--- src/rtl/fball_sprite_ctrl.sv ---
// Fireball sprite controller: launches from Mario, runs per-frame motion (travel,
// gravity, ground bounce, despawn) and produces the per-pixel ROM address/in-box flag.
module fball_sprite_ctrl #(
  parameter int X_STEP      = 4,
  parameter int GRAVITY     = 1,
  parameter int VY_MAX      = 6,
  parameter int BOUNCE_VY   = 5,
  parameter int MAX_BOUNCES = 3,
  parameter int ANIM_FRAMES = 4,
  parameter int SCREEN_W    = 640
) (
  input  logic       Clk,
  input  logic       Reset_n,
  input  logic       frame_clk,
  input  logic       fire,
  input  logic [9:0] mario_x,
  input  logic [9:0] mario_y,
  input  logic       mario_left,
  input  logic [9:0] ground_y,
  input  logic [9:0] DrawX,
  input  logic [9:0] DrawY,
  output logic [8:0] read_address,
  output logic       is_fball,
  output logic       fball_up,
  output logic       active
);

  // Edge length is fixed by the 21x21 ROMs; the address multiply below is built for it.
  localparam int SIZE = 21;

  localparam logic signed [11:0] SIZE_W     = 12'(SIZE);
  localparam logic signed [11:0] STEP_W     = 12'(X_STEP);
  localparam logic signed [11:0] GRAV_W     = 12'(GRAVITY);
  localparam logic signed [11:0] VY_MAX_W   = 12'(VY_MAX);
  localparam logic signed [11:0] SCREEN_W_W = 12'(SCREEN_W);
  localparam logic signed [3:0]  VY_MAX_4   = 4'(VY_MAX);
  localparam logic signed [3:0]  BOUNCE_4   = 4'(-BOUNCE_VY);

  typedef enum logic {IDLE, FLY} state_t;

  state_t             state;
  logic [2:0]         frame_sync, fire_sync;
  logic               frame_tick, fire_pulse;
  logic signed [10:0] x, y;
  logic signed [3:0]  vy;
  logic [3:0]         bounces, anim_cnt;
  logic               dir_left;

  // Two synchroniser flops followed by the edge register.
  always_ff @(posedge Clk or negedge Reset_n) begin
    if (!Reset_n) begin
      frame_sync <= '0;
      fire_sync  <= '0;
    end else begin
      // NOTE: state registers use non-blocking assignments so every flop samples pre-edge values.
      frame_sync <= {frame_sync[1:0], frame_clk};
      fire_sync  <= {fire_sync[1:0], fire};
    end
  end

  assign frame_tick = frame_sync[1] & ~frame_sync[2];
  assign fire_pulse = fire_sync[1] & ~fire_sync[2];

  logic signed [11:0] x_w, y_w, vy_w, ground_w;
  logic signed [11:0] x_new, y_sum, vy_inc;
  logic signed [10:0] y_floor, x_launch, y_launch;
  logic signed [3:0]  vy_fall;
  logic [3:0]         bounces_new;
  logic               landed, despawn;

  assign x_w      = {x[10], x};
  assign y_w      = {y[10], y};
  assign vy_w     = {{8{vy[3]}}, vy};
  assign ground_w = {2'b00, ground_y};

  assign x_new       = dir_left ? x_w - STEP_W : x_w + STEP_W;
  assign y_sum       = y_w + vy_w;
  assign landed      = (y_sum + SIZE_W) >= ground_w;
  assign y_floor     = $signed({1'b0, ground_y}) - 11'(SIZE);
  assign vy_inc      = vy_w + GRAV_W;
  assign vy_fall     = (vy_inc > VY_MAX_W) ? VY_MAX_4 : vy_inc[3:0];
  assign bounces_new = bounces + {3'b000, landed};
  assign despawn     = (x_new < 12'sd0) || (x_new >= SCREEN_W_W) ||
                       (bounces_new == 4'(MAX_BOUNCES));

  assign x_launch = mario_left ? $signed({1'b0, mario_x}) - 11'(SIZE)
                               : $signed({1'b0, mario_x}) + 11'sd16;
  assign y_launch = $signed({1'b0, mario_y}) + 11'sd8;

  always_ff @(posedge Clk or negedge Reset_n) begin
    if (!Reset_n) begin
      state    <= IDLE;
      x        <= '0;
      y        <= '0;
      vy       <= '0;
      bounces  <= '0;
      anim_cnt <= '0;
      dir_left <= 1'b0;
      fball_up <= 1'b1;
    end else begin
      case (state)
        IDLE: if (fire_pulse) begin
          dir_left <= mario_left;
          x        <= x_launch;
          y        <= y_launch;
          vy       <= 4'sd2;
          bounces  <= '0;
          anim_cnt <= '0;
          fball_up <= 1'b1;
          state    <= FLY;
        end
        FLY: if (frame_tick) begin
          x       <= x_new[10:0];
          y       <= landed ? y_floor : y_sum[10:0];
          vy      <= landed ? BOUNCE_4 : vy_fall;
          bounces <= bounces_new;
          if (anim_cnt == 4'(ANIM_FRAMES - 1)) begin
            anim_cnt <= '0;
            fball_up <= ~fball_up;
          end else begin
            anim_cnt <= anim_cnt + 4'd1;
          end
          if (despawn) state <= IDLE;
        end
      endcase
    end
  end

  assign active = (state == FLY);

  logic signed [11:0] dx, dy;
  logic [4:0]         col;
  logic [8:0]         address_next;
  logic               hit;

  always_comb begin
    // NOTE: every signal gets a default first so no path leaves one unassigned (no latches).
    dx           = {2'b00, DrawX} - x_w;
    dy           = {2'b00, DrawY} - y_w;
    hit          = 1'b0;
    col          = dx[4:0];
    address_next = '0;
    if (active && dx >= 0 && dx < SIZE_W && dy >= 0 && dy < SIZE_W) hit = 1'b1;
    if (dir_left) col = 5'(SIZE - 1) - dx[4:0];
    // row*21 as (row<<4)+(row<<2)+row
    address_next = ({4'b0000, dy[4:0]} << 4) + ({4'b0000, dy[4:0]} << 2) +
                   {4'b0000, dy[4:0]} + {4'b0000, col};
  end

  always_ff @(posedge Clk or negedge Reset_n) begin
    if (!Reset_n) begin
      is_fball     <= 1'b0;
      read_address <= '0;
    end else begin
      is_fball     <= hit;
      read_address <= hit ? address_next : '0;
    end
  end

endmodule

--- config.mk ---
export PLATFORM = sky130hd
export DESIGN_NAME = fball_sprite_ctrl
export DESIGN_NICKNAME = d
export VERILOG_FILES = /design/src/rtl/fball_sprite_ctrl.sv
export SDC_FILE = /design/constraint.sdc
export NUM_CORES = 1
export LEC_CHECK = 0
export ABC_AREA = 1
export BUFFER_PORTS_ARGS = -buffer_cell sky130_fd_sc_hd__buf_2
export CORE_MARGIN = 10
export CORE_UTILIZATION = 30
export CTS_CLUSTER_DIAMETER = 100
export DETAILED_ROUTE_END_ITERATION = 10
export PLACE_DENSITY_LB_ADDON = 0.15
export REMOVE_ABC_BUFFERS = 1
export SLEW_MARGIN = 20
export SYNTH_ARGS = -nofsm -noshare
export SYNTH_HDL_FRONTEND = slang
export SYNTH_SLANG_ARGS = --single-unit
--- constraint.sdc ---
create_clock -name Clk -period 8.3 [get_ports Clk]
set_input_delay 1.66 -clock Clk [delete_from_list [all_inputs] [get_ports Clk]]
set_output_delay 1.66 -clock Clk [all_outputs]
set_load 0.05 [all_outputs]
Word-level counts from Yosys, hierarchy flattened
Cells that the tools add are included.
{"block": "classes", "add_sub_neg": 17, "eq_ne": 5, "n_reduce_logical": 9, "bitwise": 6, "n_mux": 31, "order_cmp": 8}
{"op": "11-bit 2-to-1 mux", "n": 6}
{"op": "11-bit one-hot mux with 2 select lines", "n": 2}
{"op": "4-bit 2-to-1 mux", "n": 8}
{"op": "12-bit by 1-bit greater-or-equal comparator with 1-bit output (second input constant)", "n": 2}
{"op": "12-bit by 6-bit < comparator with 1-bit output (second input constant)", "n": 2}
{"op": "4-bit one-hot mux with 2 select lines", "n": 3}
{"op": "11-bit by 11-bit subtractor with 12-bit output", "n": 2}
{"op": "10-bit by 5-bit subtractor with 11-bit output (second input constant)", "n": 2}
{"op": "9-bit by 5-bit adder with 9-bit output", "n": 2}
{"op": "11-bit by 4-bit adder with 12-bit output", "n": 1}
{"op": "11-bit by 4-bit adder with 12-bit output (second input constant)", "n": 1}
{"op": "12-bit by 6-bit adder with 12-bit output (second input constant)", "n": 1}
{"op": "12-bit by 11-bit greater-or-equal comparator with 1-bit output", "n": 1}
{"op": "12-bit by 11-bit greater-or-equal comparator with 1-bit output (second input constant)", "n": 1}
{"op": "12-bit by 1-bit < comparator with 1-bit output (second input constant)", "n": 1}
{"op": "12-bit 2-to-1 mux", "n": 1}
{"op": "11-bit by 4-bit subtractor with 12-bit output (second input constant)", "n": 1}
{"op": "10-bit by 4-bit adder with 11-bit output (second input constant)", "n": 1}
{"op": "10-bit by 5-bit adder with 11-bit output (second input constant)", "n": 1}
{"op": "9-bit by 7-bit adder with 9-bit output", "n": 1}
{"op": "9-bit 2-to-1 mux", "n": 1}
{"op": "4-bit by 2-bit == test with 1-bit output (second input constant)", "n": 2}
{"op": "1-bit 2-to-1 mux", "n": 7}
{"op": "4-bit by 2-bit adder with 5-bit output (second input constant)", "n": 1}
{"op": "other kinds (14)", "n": 25}
{"block": "totals", "ff_bits": 53, "word_cells": 88, "input_bits": 55, "out_inout_bits": 12}

Logic depth before layout (Yosys ltp)
Gate-level depths: netlist of the first run.
{"block": "depth", "word_depth": 9, "mapped_depth": 29, "depth_no_buf": 28}

Least setup slack after synthesis of the first run
Ideal clock, no wire load.
{"block": "synth_timing", "kind": "input port to flip-flop", "start": "in DrawX[0]", "end": "reg read_address[8]", "setup_slack_ps": 3389, "path_buffers": 0, "cell_stages": 20, "required_time_ps": 8170, "setup_time_ps": 130, "t_arrival_ps": 4781, "path_cell_list": "inv_1 ha_1 inv_1 fa_1 inv_1 ha_1 nand2_1 xor2_1 inv_1 fa_1 ha_1 ha_1 inv_1 fa_1 o21ai_0 nand2_1 nand2_1 a21oi_1 xor2_1 nor2_1"}
{"block": "synth_between", "elab_chain_cells": 8, "word_cells_on_any_way": 12, "classes_between": "add/sub: 3; order compare: 2; mux: 3; reduce/logical: 4"}
{"element": "start, declared", "line_no": "20", "source": "input logic [9:0] DrawX,"}
{"element": "11-bit by 11-bit subtractor with 12-bit output *", "line_no": "138", "source": "dx = {2'b00, DrawX} - x_w;"}
{"element": "branches (longest 6 deep; another with 9-bit by 5-bit adder with 9-bit output)"}
{"element": "9-bit 2-to-1 mux *", "line_no": "156", "source": "read_address <= hit ? address_next : '0;"}
{"element": "end signal, assigned", "line_no": "156"}
{"element": "end, declared", "line_no": "22", "source": "output logic [8:0] read_address,"}
Every way passes the cells marked *.
A chain may end at the register's enable or synchronous reset.

Final worst setup path of the first run
{"block": "layout_timing", "start": "reg y[0]", "end": "reg state, in the netlist active"}
{"block": "layout_between", "elab_chain_cells": 9}
{"element": "start, declared", "line_no": "44", "source": "logic signed [10:0] x, y;"}
{"element": "start signal, assigned", "line_no": "105", "source": "y <= y_launch;"}
{"element": "start signal, assigned", "line_no": "114", "source": "y <= landed ? y_floor : y_sum[10:0];"}
{"element": "11-bit by 4-bit adder with 12-bit output", "line_no": "77", "source": "assign y_sum = y_w + vy_w;"}
{"element": "12-bit by 6-bit adder with 12-bit output", "line_no": "78", "source": "assign landed = (y_sum + SIZE_W) >= ground_w;"}
{"element": "12-bit by 11-bit greater-or-equal comparator with 1-bit output", "line_no": "78"}
{"element": "4-bit by 1-bit adder with 4-bit output", "line_no": "82", "source": "assign bounces_new = bounces + {3'b000, landed};"}
{"element": "4-bit by 2-bit == test with 1-bit output", "line_no": "84", "source": "(bounces_new == 4'(MAX_BOUNCES));"}
{"element": "1-bit logical OR", "line_no": "83", "source": "assign despawn = (x_new < 12'sd0) || (x_new >= SCREEN_W_W) ||"}
{"element": "1-bit 2-to-1 mux", "line_no": "123", "source": "if (despawn) state <= IDLE;"}
{"element": "1-bit 2-to-1 mux", "line_no": "112", "source": "FLY: if (frame_tick) begin"}
{"element": "1-bit one-hot mux with 2 select lines", "line_no": "101", "source": "case (state)"}
{"element": "end signal, assigned", "line_no": "92", "source": "state <= IDLE;"}
{"element": "end signal, assigned", "line_no": "110", "source": "state <= FLY;"}
{"element": "end signal, assigned", "line_no": "123"}
{"element": "end, declared", "line_no": "41", "source": "state_t state;"}
No other way between the ends.

==> summary.txt, run 1 <==
Worst setup path
  • Worst setup path class: reg2reg
  • Critical Path Source: y[0]
  • CP Capture Point: active
  • R2R depth: 28
  • Crit. path cell count: 28
  • Crit. End Element: register
  • Flop2flop setup slack: 3.33 ns
  • WP buf/inv: 5
  • Crit path required time: 8.48 ns
  • Startpoint Class: register
  • Critical Path Slowest Stage Cell: fa_1
  • Worst R2R Start: y[0]
  • Crit path max fanout: 15
  • Crit path max-delay family: simple AND/OR/NAND/NOR gates
  • Critical path's most frequent cell: ha_1
  • Critical path's largest stage delay: 0.56 ns
  • Worst Path Arrival: 5.15 ns
  • Worst flop-to-flop path endpoint: active

Placement
  • Placer's final routability congestion estimate: 0.847
  • Port-buffer cells: 66
  • Post-DP HPWL: 12.9 mm

Floorplanning
  • Starting Density: 30.8%
  • Die Ht: 162 um
  • Die span in x: 162 um
  • Ports: 67
  • Core Region: 0.0196 sq mm
  • # rows: 51
  • Die area: 0.0262 sq mm

Detailed routing
  • Post-route DRC: 0
  • Antenna Nets Post-Route: 0
  • Final wirelength: 15.7 mm
  • Drt pass-1 iters: 5
  • Vias/cell: 4.51
  • Drt wl/cell: 13.1 um
  • Iteration-0 DRC Markers: 230
  • Vias post-DR: 5377

Global routing
  • GRT met2 Usage: 19.3%
  • GR Util met3: 2.30%
  • Overflow after GRT: 0
  • GRT busiest layer: met2
  • First-pass GRT wire length: 26.2 mm
  • Initial antenna violation count: 1
  • Largest net degree at the start of global routing: 54
  • Grt met1 use: 16.5%
  • Total GRT Usage: 12.1%
  • Vias in the first global route: 5283

Synthesis
  • #FFs+latches synth: 53
  • Synth area leaders: dfrtp_1 (22%), ha_1 (16%), nand2_1 (12%)
  • Synth Instances: 862
  • Ys flop type: dfrtp_1
  • Number of synthesized flops with an enable pin: 0
  • Post-synth top area cell: dfrtp_1
  • Top cell type's share of synthesized area: 21.6%
  • Most numerous cell in the Yosys netlist: nand2_1
  • Ys async rst share: 100%
  • Synth Cell Area: 0.00602 sq mm
  • Synth unique cells: 44
  • Syn. warnings: 0
  • Post-synth top cells: nand2_1 (189), inv_1 (153), ha_1 (77), a21oi_1 (60), nor2_1 (58)
  • Register area share after synthesis: 22.0%
  • Mean post-synth cell area: 6.99 sq um

STA
  • Slew headroom: 52.8%
  • Min cycle time layout: 4.97 ns
  • RSZ-0062 raised after global routing: no
  • Total negative slack: 0 ns
  • Fin. Hold Viols: 0
  • Post-Route Skew: 0.00608 ns
  • Fin. max-slew vios: 0
  • Setup-failing EPs final: 0
  • Slew @ Worst Pin: 0.708 ns
  • Max Freq: 0.201 GHz
  • Period Utilization, post-route: 59.8%

CTS
  • Num CTS Buffers: 5
  • Clock sink count: 53
  • Worst-Skew Late Latency: 0.31 ns
  • Clk pin slew, worst setup/hold paths: 0.07 ns
  • Clk buf depth: 2
  • Hold-fix buffers at CTS: 0
  • Cts repair resizes: 0
  • CTS tree: done
  • Root buffer cell: clkbuf_16
  • CTS H-tree lvls: 2
  • Post-CTS Setup Inserts: 0

Layout
  • FILL cells: 2197
  • Area growth, synth to finish: 12.9%
  • Post-layout util: 34.7%
  • Layout cells sized above 1: 13.7%
  • Multi-input logic area: 0.00402 sq mm
  • Register area: 0.00133 sq mm
  • NumNets Final: 1066

Worst hold path
  • HP Class: reg2reg
  • Min-delay src: frame_sync[0]

Outcome
  • Status: finished, final reports clean

Flow run
  • Max-cap viol count: 0
flip-flops by register name, summed over array words and instances (netlist names):
name / cells
frame_sync: 3
y: 11
anim_cnt: 4
vy: 4
x: 11
active: 1
dir_left: 1
bounces: 4
is_fball: 1
fire_sync: 3
fball_up: 1
read_address: 9
layout make-up:
class / count / area share [%]
antenna: 1 / 0.0368
sequential: 53 / 19.5
clock buffer: 6 / 1.90
inverter: 160 / 8.85
multi-input combinational: 636 / 59.1
timing repair buffer: 69 / 5.19
tap: 265 / 4.88
clock inverter: 2 / 0.570
metal layers:
metal | up-vias | share of wire [%]
met4 | 0 | 1.3
met1 | 2354 | 50
met2 | 80 | 44
met3 | 15 | 4.0
li1 | 2928 | -
met5 | - | 0
logic make-up (layout without fill, tap and decap cells):
family	Yosys count	in the layout	synth area share, %
compound gates	135	135	12.7
xor+xnor	47	47	6.96
fa+ha+maj	86	86	19.0
buf+inv	173	237	11.3
flops	53	53	22.0
other cells	0	1	0
simple gates	368	368	28.0
layout by cell type, fill, tap and decap left out, types with 11 or more instances in the layout:
master / n
o21ai_0: 37
nand3_2: 14
a21oi_1: 60
nand4_1: 18
dfrtp_1: 52
ha_1: 77
nand2_1: 189
nand2_2: 12
nand3_1: 53
buf_2: 66
inv_1: 153
xor2_1: 35
nor2_1: 58
xnor2_1: 11
through the flow:
step | area, sq um | worst slack, ns | hold slack (ns) | std cells
floorplan | 5940 | 3.39 | 0.331 | 849
global placement | 6630 | 3.11 | 0.332 | 1183
detailed placement | 6630 | 3.06 | 0.336 | 1183
CTS | 6800 | 3.28 | 0.354 | 1191
global route | 6800 | 2.75 | 0.360 | 1191
finish | 6800 | 3.33 | 0.352 | 1192
worst min path at each step:
stage	end	cells past startpoint
CTS	frame_sync[1]	0
floorplan	fire_sync[1]	0
finish	frame_sync[1]	0
global route	frame_sync[1]	0
detailed placement	frame_sync[1]	0
global placement	fire_sync[1]	0
Power of run 1 is not shown: default switching activity piles up to over one toggle a cycle in this logic, so the estimate is an artifact.
==> run 2: changes to the inputs <==
- clock period: 8.3 -> 5 ns (I/O delays scaled with it)
==> run 2 against run 1 <==
Die area is the same. Critical path depth is the same. Clock-buffer cell count is the same. Utilization grew 0.083 points. Flip-flop and latch count is the same. Register-to-register slack lost 2.8 ns. Critical path type unchanged.
==> summary.txt, run 2 (synthesis gave the netlist of run 1 again) <==
Global routing
  • Largest net degree at the start of global routing: 40 (was 54)
  • First-pass GRT wire length: 26.3 mm (was 26.2 mm)
  • Overflow after GRT: 0 (unchanged)
  • Vias in the first global route: 5231 (was 5283)
  • Initial antenna violation count: 1 (unchanged)
  • Total GRT Usage: 12.2% (was 12.1%)

Detailed routing
  • Iteration-0 DRC Markers: 206 (was 230)
  • Final wirelength: 15.9 mm (was 15.7 mm)
  • Drt wl/cell: 13.3 um (was 13.1 um)
  • Vias post-DR: 5385 (was 5377)
  • Post-route DRC: 0 (unchanged)
  • Drt pass-1 iters: 4 (was 5)
  • Antenna Nets Post-Route: 0 (unchanged)
  • Vias/cell: 4.51 (about the same)

Worst setup path
  • Crit path required time: 5.18 ns (was 8.48 ns)
  • Startpoint Class: register (unchanged)
  • Critical Path Slowest Stage Cell: fa_1 (unchanged)
  • Critical path's largest stage delay: 0.54 ns (was 0.56 ns)
  • WP buf/inv: 5 (unchanged)
  • Worst Path Arrival: 4.60 ns (was 5.15 ns)
  • Crit path max fanout: 6 (was 15)
  • Critical path's most frequent cell: ha_1 (unchanged)
  • Crit. End Element: register (unchanged)
  • Crit path max-delay family: adder cells (was simple AND/OR/NAND/NOR gates)
  • Worst setup path class: reg2reg (unchanged)

STA
  • Period Utilization, post-route: 88.5% (was 59.8%)
  • RSZ-0062 raised after global routing: no (unchanged)
  • Slew @ Worst Pin: 0.665 ns (was 0.708 ns)
  • Fin. max-slew vios: 0 (unchanged)
  • Setup-failing EPs final: 0 (unchanged)
  • Post-Route Skew: 0.00474 ns (was 0.00608 ns)
  • Min cycle time layout: 4.42 ns (was 4.97 ns)
  • Slew headroom: 55.4% (was 52.8%)
  • PnR worst setup slack: 0.577 ns (was 3.33 ns)
  • Fin. Hold Viols: 0 (unchanged)
  • Total negative slack: 0 ns (unchanged)
  • Max Freq: 0.226 GHz (was 0.201 GHz)

Worst hold path
  • HP Class: reg2reg (unchanged)

Floorplanning
  • Die area: 0.0262 sq mm (unchanged)
  • Die Ht: 162 um (unchanged)
  • Core Region: 0.0196 sq mm (unchanged)
  • Ports: 67 (unchanged)
  • Die span in x: 162 um (unchanged)
  • Starting Density: 30.8% (unchanged)
  • # rows: 51 (unchanged)

CTS
  • Clk pin slew, worst setup/hold paths: 0.07 ns (about the same)
  • Num CTS Buffers: 5 (unchanged)
  • Worst-Skew Late Latency: 0.30 ns (was 0.31 ns)
  • Hold-fix buffers at CTS: 0 (unchanged)
  • Clk buf depth: 2 (unchanged)
  • CTS tree: done (unchanged)
  • Root buffer cell: clkbuf_16 (unchanged)
  • CTS H-tree lvls: 2 (unchanged)
  • Clock sink count: 53 (unchanged)

Layout
  • Commonest cells after routing, fill and taps aside: nand2_1 (189), inv_1 (153), ha_1 (77), buf_2 (66), a21oi_1 (60) (unchanged)
  • Area growth, synth to finish: 13.1% (was 12.9%)
  • Multi-input logic area: 0.00402 sq mm (about the same)
  • FILL cells: 2153 (was 2197)
  • NumNets Final: 1069 (was 1066)
  • Register area: 0.00133 sq mm (unchanged)
  • Layout cells sized above 1: 14.2% (was 13.7%)
  • Top Registers: x x11, y x11, read_address x9 (unchanged)
  • Commonest non-fill, non-tap cell in the layout: nand2_1 (unchanged)

Placement
  • Setup WS pre-CTS: 0.442 ns (was 3.06 ns)
  • Placer's final routability congestion estimate: 0.846 (was 0.847)
  • Port-buffer cells: 66 (unchanged)
  • Post-DP HPWL: 13.2 mm (was 12.9 mm)

Outcome
  • Status: finished, final reports clean (unchanged)

Flow run
  • Max-cap viol count: 0 (unchanged)
run 2: changes by cell type in the layout (fill, tap and decap cells not counted), sizes merged:
cell,before,now
clkinvlp,0,1
bufinv,1,0
buf,69,72
run 2: cell type report:
cell class	instances	area share [%]
inverter	160	8.83
clock buffer	6	2.04
tap	265	4.87
multi-input combinational	636	59.0
timing repair buffer	72	5.51
antenna	1	0.0367
clock inverter	2	0.239
sequential	53	19.5
run 2: worst paths after layout:
| check | endpoint | slack (ns) | startpoint | cells past startpoint |
|---|---|---|---|---|
| worst max-delay path | active | 0.58 | vy[0] | 28 |
| worst min-delay path | fire_sync[1] | 0.35 | fire_sync[0] | 0 |
| worst max register to register | active | 0.58 | vy[0] | 28 |
| worst min register to register | fire_sync[1] | 0.35 | fire_sync[0] | 0 |
| max in group asynchronous | fball_up | 3.53 | Reset_n | 2 |
| min in group asynchronous | is_fball | 0.61 | Reset_n | 1 |
run 2: repair_timing:
action	4_1_cts	5_1_grt
hold endpoints to repair	0	0
setup buffers	0	0
gates resized for setup	0	1
setup endpoints to repair	0	1
run 2: metal layers:
metal	GRT usage (%)	part of all wire, %	vias to the layer above
met3	2.48	3.7	14
met4	2.36	1.1	0
met5	0	0	-
met1	16.6	50	2388
met2	19.5	45	61
li1	-	-	2922
run 2: through the flow:
stage | util [%] | cells | hold WS (ns) | area [sq um]
final | 34.8 | 1195 | 0.352 | 6820
after CTS | 34.7 | 1194 | 0.353 | 6810
after detailed placement | 34.0 | 1186 | 0.336 | 6650
after floorplan | - | 849 | 0.331 | 5940
after global routing | 34.8 | 1194 | 0.370 | 6810
after global placement | 34.0 | 1186 | 0.333 | 6650
run 2: worst reg2reg max path: cells and delay by family, from the launching register on:
kind / cells / cell delay (ns)
adders and majority gates: 6 / 1.60
and+or+nand+nor: 12 / 1.31
AOI/OAI and AO/OA: 4 / 0.50
DFF: 1 / 0.44
buffers and inverters: 5 / 0.26
xor gates and xnor gates: 1 / 0.18
Power of run 2 is left out for the same reason.
==> run 3: changes to the inputs <==
--- a/config.mk
+++ b/config.mk
@@ -8,4 +8,6 @@
 export ABC_AREA = 1
 export BUFFER_PORTS_ARGS = -buffer_cell sky130_fd_sc_hd__buf_2
+export CELL_PAD_IN_SITES_DETAIL_PLACEMENT = 1
+export CELL_PAD_IN_SITES_GLOBAL_PLACEMENT = 1
 export CORE_MARGIN = 10
 export CORE_UTILIZATION = 30
==> constraint.sdc (replaced) <==
create_clock -name Clk -period 4.4 [get_ports Clk]
set_input_delay 0.44 -clock Clk [delete_from_list [all_inputs] [get_ports Clk]]
set_output_delay 0.44 -clock Clk [all_outputs]
set_load 0.05 [all_outputs]
==> run 3 against run 2 <==
Flip-flop and latch count unchanged. Die area unchanged. Global-route usage rose by 1.5 points. Clock skew increased by 0.011 ns. First-iteration DRC count is 11% lower. Sequential share of layout area shrank 0.68 points.
==> summary.txt, run 3 (synthesis gave the netlist of run 1 again) <==
CTS
  • CTS H-tree lvls: 2 (unchanged)
  • Clock sink count: 53 (unchanged)
  • Clk pin slew, worst setup/hold paths: 0.08 ns (was 0.07 ns)
  • CTS tree: done (unchanged)
  • Root buffer cell: clkbuf_16 (unchanged)
  • Num CTS Buffers: 5 (unchanged)
  • Clk buf depth: 2 (unchanged)
  • Worst-Skew Late Latency: 0.31 ns (was 0.30 ns)

Global routing
  • First-pass GRT wire length: 29.6 mm (was 26.3 mm)
  • Vias in the first global route: 5968 (was 5231)
  • Overflow after GRT: 0 (unchanged)
  • Largest net degree at the start of global routing: 54 (was 40)
  • Total GRT Usage: 13.6% (was 12.2%)
  • Initial antenna violation count: 0 (was 1)

Detailed routing
  • Drt pass-1 iters: 4 (unchanged)
  • Drt wl/cell: 14.6 um (was 13.3 um)
  • Antenna Nets Post-Route: 0 (unchanged)
  • Vias/cell: 4.67 (was 4.51)
  • Post-route DRC: 0 (unchanged)
  • Final wirelength: 17.7 mm (was 15.9 mm)
  • Vias post-DR: 5661 (was 5385)
  • Iteration-0 DRC Markers: 184 (was 206)

Floorplanning
  • Die span in x: 162 um (unchanged)
  • Starting Density: 30.8% (unchanged)
  • Ports: 67 (unchanged)
  • Core Region: 0.0196 sq mm (unchanged)
  • Die Ht: 162 um (unchanged)
  • Die area: 0.0262 sq mm (unchanged)
  • # rows: 51 (unchanged)

STA
  • Post-Route Skew: 0.0155 ns (was 0.00474 ns)
  • PnR worst setup slack: 0.266 ns (was 0.577 ns)
  • Slew @ Worst Pin: 0.738 ns (was 0.665 ns)
  • Slew headroom: 50.5% (was 55.4%)
  • Max Freq: 0.242 GHz (was 0.226 GHz)
  • Min cycle time layout: 4.13 ns (was 4.42 ns)
  • Fin. max-slew vios: 0 (unchanged)
  • Setup-failing EPs final: 0 (unchanged)
  • Fin. Hold Viols: 0 (unchanged)
  • Period Utilization, post-route: 93.9% (was 88.5%)

Flow run
  • Max-cap viol count: 0 (unchanged)

Worst setup path
  • Worst flop-to-flop path endpoint: active (unchanged)
  • Crit path max fanout: 3 (was 6)
  • Startpoint Class: register (unchanged)
  • Crit. End Element: register (unchanged)
  • Worst setup path class: reg2reg (unchanged)
  • Worst Path Arrival: 4.32 ns (was 4.60 ns)
  • WP buf/inv: 4 (was 5)
  • Critical path's largest stage delay: 0.57 ns (was 0.54 ns)
  • R2R depth: 27 (was 28)
  • Worst R2R Start: vy[0] (unchanged)
  • Crit path required time: 4.59 ns (was 5.18 ns)
  • Flop2flop setup slack: 0.27 ns (was 0.58 ns)
  • Critical path's most frequent cell: ha_2 (was ha_1)
  • Critical Path Slowest Stage Cell: fa_2 (was fa_1)
  • Crit path max-delay family: adder cells (unchanged)

Worst hold path
  • Min-delay src: fire (was fire_sync[0])
  • Hold Path Sink: fire_sync[0] (was fire_sync[1])
  • Worst hold path stage count: 1 (was 0)
  • HP Class: in2reg (was reg2reg)

Placement
  • Port-buffer cells: 66 (unchanged)
  • Setup WS pre-CTS: 0.0611 ns (was 0.442 ns)
  • DP Cell Count: 1194 (was 1186)
  • Post-DP HPWL: 14.7 mm (was 13.2 mm)
  • Placer's final routability congestion estimate: 0.792 (was 0.846)

Outcome
  • Status: finished, final reports clean (unchanged)

Layout
  • FILL cells: 2535 (was 2153)
  • Commonest non-fill, non-tap cell in the layout: nand2_1 (unchanged)
  • Ant. Diodes: 0 (was 1)
  • Non-filler cells in the finished layout: 1212 (was 1195)
  • Area growth, synth to finish: 17.4% (was 13.1%)
  • Top Registers: x x11, y x11, read_address x9 (unchanged)
  • Layout cells sized above 1: 18.9% (was 14.2%)
  • Commonest cells after routing, fill and taps aside: nand2_1 (182), inv_1 (149), ha_1 (67), buf_2 (66), a21oi_1 (59) (was nand2_1 (189), inv_1 (153), ha_1 (77), buf_2 (66), a21oi_1 (60))
  • NumNets Final: 1087 (was 1069)
[run 3: changes by cell type in the layout (fill, tap and decap cells not counted), sizes merged]
cell,change
buf,+18
diode,-1
[run 3: cell type report]
| class | instances | area [sq um] | share of cell area, % |
|---|---|---|---|
| multi-input combinational | 636 | 4150 | 58.6 |
| timing repair buffer | 90 | 510 | 7.22 |
| clock buffer | 6 | 139 | 1.96 |
| inverter | 160 | 602 | 8.51 |
| tap | 265 | 332 | 4.69 |
| sequential | 53 | 1330 | 18.8 |
| clock inverter | 2 | 16.3 | 0.230 |
[run 3: layer usage]
layer | track usage [%] | wire (um) | vias up | part of all wire, %
li1 | - | - | 2963 | -
met1 | 18.7 | 9190 | 2649 | 52
met2 | 22.6 | 8060 | 42 | 45
met3 | 2.17 | 402 | 7 | 2.3
met4 | 1.74 | 95 | 0 | 0.54
met5 | 0 | 0 | - | 0
[run 3: per-stage QoR]
| step | instance area (sq um) | TNS [ns] | util [%] | hold slack (ns) |
|---|---|---|---|---|
| floorplan | 5940 | 0 | - | 0.144 |
| global placement | 6710 | 0 | 34.3 | 0.337 |
| detailed placement | 6710 | 0 | 34.3 | 0.340 |
| CTS | 6870 | 0 | 35.1 | 0.219 |
| global route | 7070 | -0.0212 | 36.1 | 0.223 |
| finish | 7070 | 0 | 36.1 | 0.226 |
[run 3: worst max path at each step]
stage	startpoint	to	slack, ns	cells after the start
after global routing	vy[0]	active	-0.02	25
after floorplan	vy[0]	active	0.08	28
final	vy[0]	active	0.27	27
after CTS	vy[1]	active	0.05	27
after detailed placement	vy[1]	active	0.06	27
after global placement	y[0]	active	0.18	28
[run 3: timing repair]
action | in CTS | in global routing
gates resized for setup | 0 | 36
endpoints found under the setup margin | 0 | 1
buffers inserted | 0 | 10
hold endpoints to repair | 0 | 0
hold buffers | 0 | 0
Power of run 3 is left out for the same reason.
